$ cat config.mk
export PLATFORM = sky130hd
export DESIGN_NAME = uart_rx_sampler_flat
export DESIGN_NICKNAME = d
export VERILOG_FILES = /design/src/rtl/uart_rx_sampler_if.sv /design/src/rtl/uart_rx_sampler.sv /design/src/flat_wrapper.sv
export SDC_FILE = /design/constraint.sdc
export NUM_CORES = 1
export LEC_CHECK = 0
export CORE_MARGIN = 8
export CORE_UTILIZATION = 45
export DETAILED_ROUTE_END_ITERATION = 8
export PLACE_DENSITY = 0.68
export SLEW_MARGIN = 10
export SYNTH_ARGS = -nofsm -noshare
export SYNTH_HDL_FRONTEND = slang
export SYNTH_SLANG_ARGS = --single-unit
$ cat constraint.sdc
create_clock -name clk -period 1.8 [get_ports clk]
set_input_delay 0.18 -clock clk [delete_from_list [all_inputs] [get_ports clk]]
set_output_delay 0.18 -clock clk [all_outputs]
set_load 0.01 [all_outputs]
$ cat src/rtl/uart_rx_sampler_if.sv
// Receive-side output bundle of the UART sampler: received byte, strobes and busy flag.
// Latency: none (pure signal grouping).
// Backpressure: none; the consumer must capture RX_DATA on rx_valid. Adds parity_err under UART_RX_PARITY_EN.
interface uart_rx_sampler_if #(
    parameter int DATA_BITS = 8
);
    logic [DATA_BITS-1:0] RX_DATA;
    logic                 rx_valid;
    logic                 frame_err;
    logic                 rx_busy;
`ifdef UART_RX_PARITY_EN
    logic                 parity_err;
`endif

`ifdef UART_RX_PARITY_EN
    modport master (output RX_DATA, output rx_valid, output frame_err, output rx_busy, output parity_err);
    modport slave  (input  RX_DATA, input  rx_valid, input  frame_err, input  rx_busy, input  parity_err);
`else
    modport master (output RX_DATA, output rx_valid, output frame_err, output rx_busy);
    modport slave  (input  RX_DATA, input  rx_valid, input  frame_err, input  rx_busy);
`endif
endinterface

$ cat src/rtl/uart_rx_sampler.sv
// Oversampling UART receiver: 2-FF synchronised RXD, mid-bit sampling, byte out with framing check.
// Latency: rx_valid/frame_err pulse 1 clk after the mid-stop-bit sampling tick.
// Backpressure: none; RX_DATA holds until the next rx_valid. UART_RX_PARITY_EN adds an even-parity bit and parity_err.
module uart_rx_sampler #(
    parameter int OVERSAMPLE = 16,
    parameter int DATA_BITS  = 8
) (
    input  logic              clk,
    input  logic              reset_n,
    input  logic              rx_tick,
    input  logic              RXD,
    uart_rx_sampler_if.master rx
);
    localparam int TW = $clog2(OVERSAMPLE);
    localparam int BW = $clog2(DATA_BITS + 1);
    localparam logic [TW-1:0] HALF_LAST = TW'(OVERSAMPLE / 2 - 1);
    localparam logic [TW-1:0] FULL_LAST = TW'(OVERSAMPLE - 1);
    localparam logic [BW-1:0] BITS_LAST = BW'(DATA_BITS - 1);

`ifdef UART_RX_PARITY_EN
    typedef enum logic [2:0] {WAIT_HIGH, IDLE, START, DATA, PARITY, STOP} state_t;
`else
    typedef enum logic [2:0] {WAIT_HIGH, IDLE, START, DATA, STOP} state_t;
`endif

    state_t               state, state_nxt;
    logic                 rxd_meta, rxd_s;
    logic [TW-1:0]        tick_cnt;
    logic [BW-1:0]        bit_cnt;
    logic [DATA_BITS-1:0] shreg;
    logic [DATA_BITS-1:0] rx_data_q;
    logic                 rx_valid_q, frame_err_q;
    logic                 busy, stop_tick, good_stop, bad_stop;
    logic                 full_mid;
`ifdef UART_RX_PARITY_EN
    logic                 par_fail, parity_err_q;
`endif

    assign full_mid = (tick_cnt == FULL_LAST);

    // Two-flop synchroniser for the asynchronous line; idle level is high
    always_ff @(posedge clk or negedge reset_n) begin
        if (!reset_n) begin
            rxd_meta <= 1'b1;
            rxd_s    <= 1'b1;
        end else begin
            rxd_meta <= RXD;
            rxd_s    <= rxd_meta;
        end
    end

    // State register; reset lands in WAIT_HIGH so a low line never looks like a start bit
    always_ff @(posedge clk or negedge reset_n) begin
        if (!reset_n) state <= WAIT_HIGH;
        else          state <= state_nxt;
    end

    // Next-state logic; transitions happen only on baud ticks
    always_comb begin
        state_nxt = state;
        if (rx_tick) begin
            case (state)
                WAIT_HIGH: if (rxd_s)  state_nxt = IDLE;
                IDLE:      if (!rxd_s) state_nxt = START;
                START:     if (tick_cnt == HALF_LAST) state_nxt = rxd_s ? IDLE : DATA;
`ifdef UART_RX_PARITY_EN
                DATA:      if (full_mid && bit_cnt == BITS_LAST) state_nxt = PARITY;
                PARITY:    if (full_mid) state_nxt = STOP;
`else
                DATA:      if (full_mid && bit_cnt == BITS_LAST) state_nxt = STOP;
`endif
                STOP:      if (full_mid) state_nxt = rxd_s ? IDLE : WAIT_HIGH;
                default:   state_nxt = WAIT_HIGH;
            endcase
        end
    end

    // Output decode: busy follows the state, stop-bit outcome drives next-cycle strobes
    always_comb begin
        busy      = (state != WAIT_HIGH) && (state != IDLE);
        stop_tick = rx_tick && (state == STOP) && full_mid;
        good_stop = stop_tick && rxd_s;
        bad_stop  = stop_tick && !rxd_s;
    end

    // Bit timing counters, shift register and registered output strobes
    always_ff @(posedge clk or negedge reset_n) begin
        if (!reset_n) begin
            tick_cnt     <= '0;
            bit_cnt      <= '0;
            shreg        <= '0;
            rx_data_q    <= '0;
            rx_valid_q   <= 1'b0;
            frame_err_q  <= 1'b0;
`ifdef UART_RX_PARITY_EN
            par_fail     <= 1'b0;
            parity_err_q <= 1'b0;
`endif
        end else begin
            rx_valid_q  <= good_stop;
            frame_err_q <= bad_stop;
            if (good_stop) rx_data_q <= shreg;
`ifdef UART_RX_PARITY_EN
            parity_err_q <= good_stop && par_fail;
`endif
            if (rx_tick) begin
                case (state)
                    START: begin
                        if (tick_cnt == HALF_LAST) begin
                            tick_cnt <= '0;
                            bit_cnt  <= '0;
                        end else begin
                            tick_cnt <= tick_cnt + TW'(1);
                        end
                    end
                    DATA: begin
                        if (full_mid) begin
                            shreg    <= {rxd_s, shreg[DATA_BITS-1:1]};
                            tick_cnt <= '0;
                            bit_cnt  <= bit_cnt + BW'(1);
                        end else begin
                            tick_cnt <= tick_cnt + TW'(1);
                        end
                    end
`ifdef UART_RX_PARITY_EN
                    PARITY: begin
                        if (full_mid) begin
                            par_fail <= (^shreg) ^ rxd_s;
                            tick_cnt <= '0;
                        end else begin
                            tick_cnt <= tick_cnt + TW'(1);
                        end
                    end
`endif
                    STOP: begin
                        if (full_mid) tick_cnt <= '0;
                        else          tick_cnt <= tick_cnt + TW'(1);
                    end
                    default: tick_cnt <= '0;
                endcase
            end
        end
    end

    assign rx.RX_DATA    = rx_data_q;
    assign rx.rx_valid   = rx_valid_q;
    assign rx.frame_err  = frame_err_q;
    assign rx.rx_busy    = busy;
`ifdef UART_RX_PARITY_EN
    assign rx.parity_err = parity_err_q;
`endif
endmodule

$ cat src/flat_wrapper.sv
// flat-port wrapper written by rule: the top's interface ports become plain ports
module uart_rx_sampler_flat 
#(
    parameter int OVERSAMPLE = 16,
    parameter int DATA_BITS  = 8
)
  (clk, reset_n, rx_tick, RXD, rx_RX_DATA, rx_rx_valid, rx_frame_err, rx_rx_busy);
  uart_rx_sampler_if #(.DATA_BITS(DATA_BITS)) rx_i ();
  input  logic clk;
  input  logic reset_n;
  input  logic rx_tick;
  input  logic RXD;
  output wire logic [$bits(rx_i.RX_DATA)-1:0] rx_RX_DATA;
  output wire logic [$bits(rx_i.rx_valid)-1:0] rx_rx_valid;
  output wire logic [$bits(rx_i.frame_err)-1:0] rx_frame_err;
  output wire logic [$bits(rx_i.rx_busy)-1:0] rx_rx_busy;
  assign rx_RX_DATA = rx_i.RX_DATA;
  assign rx_rx_valid = rx_i.rx_valid;
  assign rx_frame_err = rx_i.frame_err;
  assign rx_rx_busy = rx_i.rx_busy;
  uart_rx_sampler #(.OVERSAMPLE(OVERSAMPLE), .DATA_BITS(DATA_BITS)) u_core (.clk(clk), .reset_n(reset_n), .rx_tick(rx_tick), .RXD(RXD), .rx(rx_i));
endmodule
==> results_dict.tcl <==
set metrics [dict create \
    status "finished clean" \
    r2r-start "u_core.state[0]" \
    cts_num_sinks 31 \
    placeableCoreArea_um2 3080 \
    multi_input_area_um2 639 \
    power.density_nw_per_um2 1010 \
    power_mw 1.83 \
    yosys_warnings 0 \
    fp.dieH_um 73.1 \
    cts_buffers 5 \
    drive_gt1_frac 0.316 \
    vdd_drop_max_mv 0.581 \
    dieArea_um2 5350 \
    worst_pin_slew_ns 0.399 \
    synth_largest_area_cell "dfrtp_1" \
    start_util 0.477 \
    worst-setup-path-type "reg -> reg" \
    fin_crit_ns 1.74 \
    endpoint_kind "register" \
    antenna_found_initial 0 \
    ys_seq_elements 31 \
    wl_um 2750 \
    cts_max_level 2 \
    hold_buffers 0 \
    clk_latency_ns 0.33 \
    numPortBuffers 14 \
    vias_per_cell 5.19 \
    grt.overflow.total 0 \
    critPathLaunch "u_core.state[0]" \
    wire_per_inst_um 14.1 \
    grt_start_max_net_pins 32 \
    leakage_nw 0.865 \
    worstPathMaxFanout 9 \
    synthDistinctLibCells 37 \
    start_kind "register" \
    cp_data_arrival_time_ns 1.96 \
    fin_util 0.585 \
    layout_common_cells "29 x dfrtp_1, 14 x buf_4, 13 x clkdlybuf4s50_1, 10 x mux2_2, 8 x mux2_4" \
    die_w_um 73.1 \
    clkTransAtPathRegs_ns 0.11 \
    maxSlewHeadroom 0.734 \
    fmax_mhz 574 \
    fillers 253 \
    synth_area_leaders "dfrtp_1 49%, mux2_4 8.2%, mux2_2 7.7%, dfstp_2 3.6%, o21ai_0 2.4%" \
    first_pass_iters 4 \
    ff_latch_area_um2 778 \
    track_usage 0.117 \
    vias 1018 \
    synth_top_area_frac 0.494 \
    final_common_cell "dfrtp_1" \
    syn_to_final_growth_pct 22.6 \
    slew_viol_final 0 \
    grt_pass1_wl_um 4860 \
    gp_congestion 0.821 \
    postSynthAreaPerCell_um2 12.2 \
    synthCells 120 \
    dp_hpwl_um 1960 \
    grt_pass1_vias 1020 \
    min_period_over_period 0.969 \
    required_ns 2.02 \
    drv_cap 0 \
    fin_setup_tns_ns 0 \
    drtIter0Drc 56 \
    finalSetupViolCount 0 \
    ctsLongestPathBuffers 2 \
    n_antenna_cell 0 \
    clock-root-buffer "clkbuf_4" \
    layout_setup_ws_ns 0.0564 \
    hold_path.class "in -> async" \
    ant_nets 0 \
    dp_slack_ns 0.0204 \
    report.final.hold_viol_count 0 \
    cts_tree "done" \
    yosysSeqAreaShare 0.530 \
    syn-num-nets 126 \
    drt_drc_violations_left 0 \
    fin_worst_skew_ns 0.0142 \
    grt_setup_unrepaired "false" \
    nets 157 \
    syn-cell-area_um2 1470 \
    ios 15 \
    rows 20 \
    whs_ns 0.222 \
]
==> metal layers <==
layer / vias to the layer above / share of wire / GRT usage
li1: 497 / - / -
met4: 0 / 0.0084 / 0.0533
met2: 28 / 0.47 / 0.179
met1: 489 / 0.47 / 0.140
met5: - / 0 / 0
met3: 4 / 0.048 / 0.0481
==> Yosys cell counts, drive strengths merged <==
master,number
nand2b,4
dfstp,2
nand3,2
inv,7
a22oi,1
mux2,18
a22o,2
or2,1
buf,3
nand2,5
o21ai,7
o2bb2ai,2
o21bai,1
o22ai,2
nand4,3
or3,1
a221o,1
dfrtp,29
nor3,1
o211a,1
mux2i,3
nor4b,1
o31ai,1
and3,1
clkbuf,1
ha,2
and2,1
nand3b,1
a211oi,1
nor2b,2
o311ai,1
nor3b,1
or3b,1
nor2,5
a21boi,1
a21oi,4
==> critical path, stage by stage (launching register included) <==
cell and delay, ns:
dfrtp_1 0.40, or3b_4 0.39, or3_1 0.34, buf_4 0.20, mux2_4 0.30
==> cell type report <==
type	instances	area share
flip-flops and latches	31	0.432
multi-input cells	78	0.355
repair buffers	28	0.136
well taps	44	0.0306
clock buffers	5	0.0208
inverters	7	0.0146
clock inverters	3	0.0111
==> kinds of logic (layout without fill, tap and decap cells) <==
family | after synthesis | after routing | synth area share
DFF | 31 | 31 | 0.530
muxes | 21 | 21 | 0.179
and+or+nand+nor | 30 | 30 | 0.116
AOI/OAI and AO/OA | 25 | 25 | 0.115
adders and majority gates | 2 | 2 | 0.0170
buffers and inverters | 11 | 43 | 0.0434
==> state kept, by name, summed over array words and instances (netlist names) <==
name / cells
u_core.rx.RX_DATA: 8
u_core.shreg: 8
u_core.bit_cnt: 4
u_core.tick_cnt: 4
u_core.state: 3
u_core.rx.frame_err: 1
u_core.rx.rx_valid: 1
u_core.rxd_meta: 1
u_core.rxd_s: 1
==> power breakdown <==
group | leakage, nW | total, mW | switching, mW | internal, mW
sequential | 0.406 | 0.823 | 0.0580 | 0.765
combinational | 0.432 | 0.603 | 0.321 | 0.283
clock | 0.0272 | 0.401 | 0.252 | 0.149
total | 0.865 | 1.83 | 0.631 | 1.20
==> worst paths after layout <==
| path | cells past startpoint | to | slack, ns |
|---|---|---|---|
| setup / recovery | 4 | u_core.rx.RX_DATA[6] | 0.06 |
| hold / removal | 2 | u_core.rx.RX_DATA[4] | 0.22 |
| setup reg to reg | 4 | u_core.rx.RX_DATA[6] | 0.06 |
| hold reg to reg | 0 | u_core.rxd_s | 0.36 |
| max in group asynchronous | 2 | u_core.rxd_meta | 1.23 |
| min in group clk | 1 | u_core.rxd_meta | 0.26 |
==> metrics by stage <==
step	area (µm²)	instances
final	1800	196
after global routing	1800	196
after CTS	1790	196
after global placement	1730	188
after floorplan	1470	120
after detailed placement	1730	188
==> repair_timing <==
| action | in CTS | in global routing |
|---|---|---|
| gates resized for setup | 1 | 4 |
| buffers inserted | 0 | 0 |
| setup endpoints to repair | 1 | 10 |
Power figures use the tool's default switching activity.
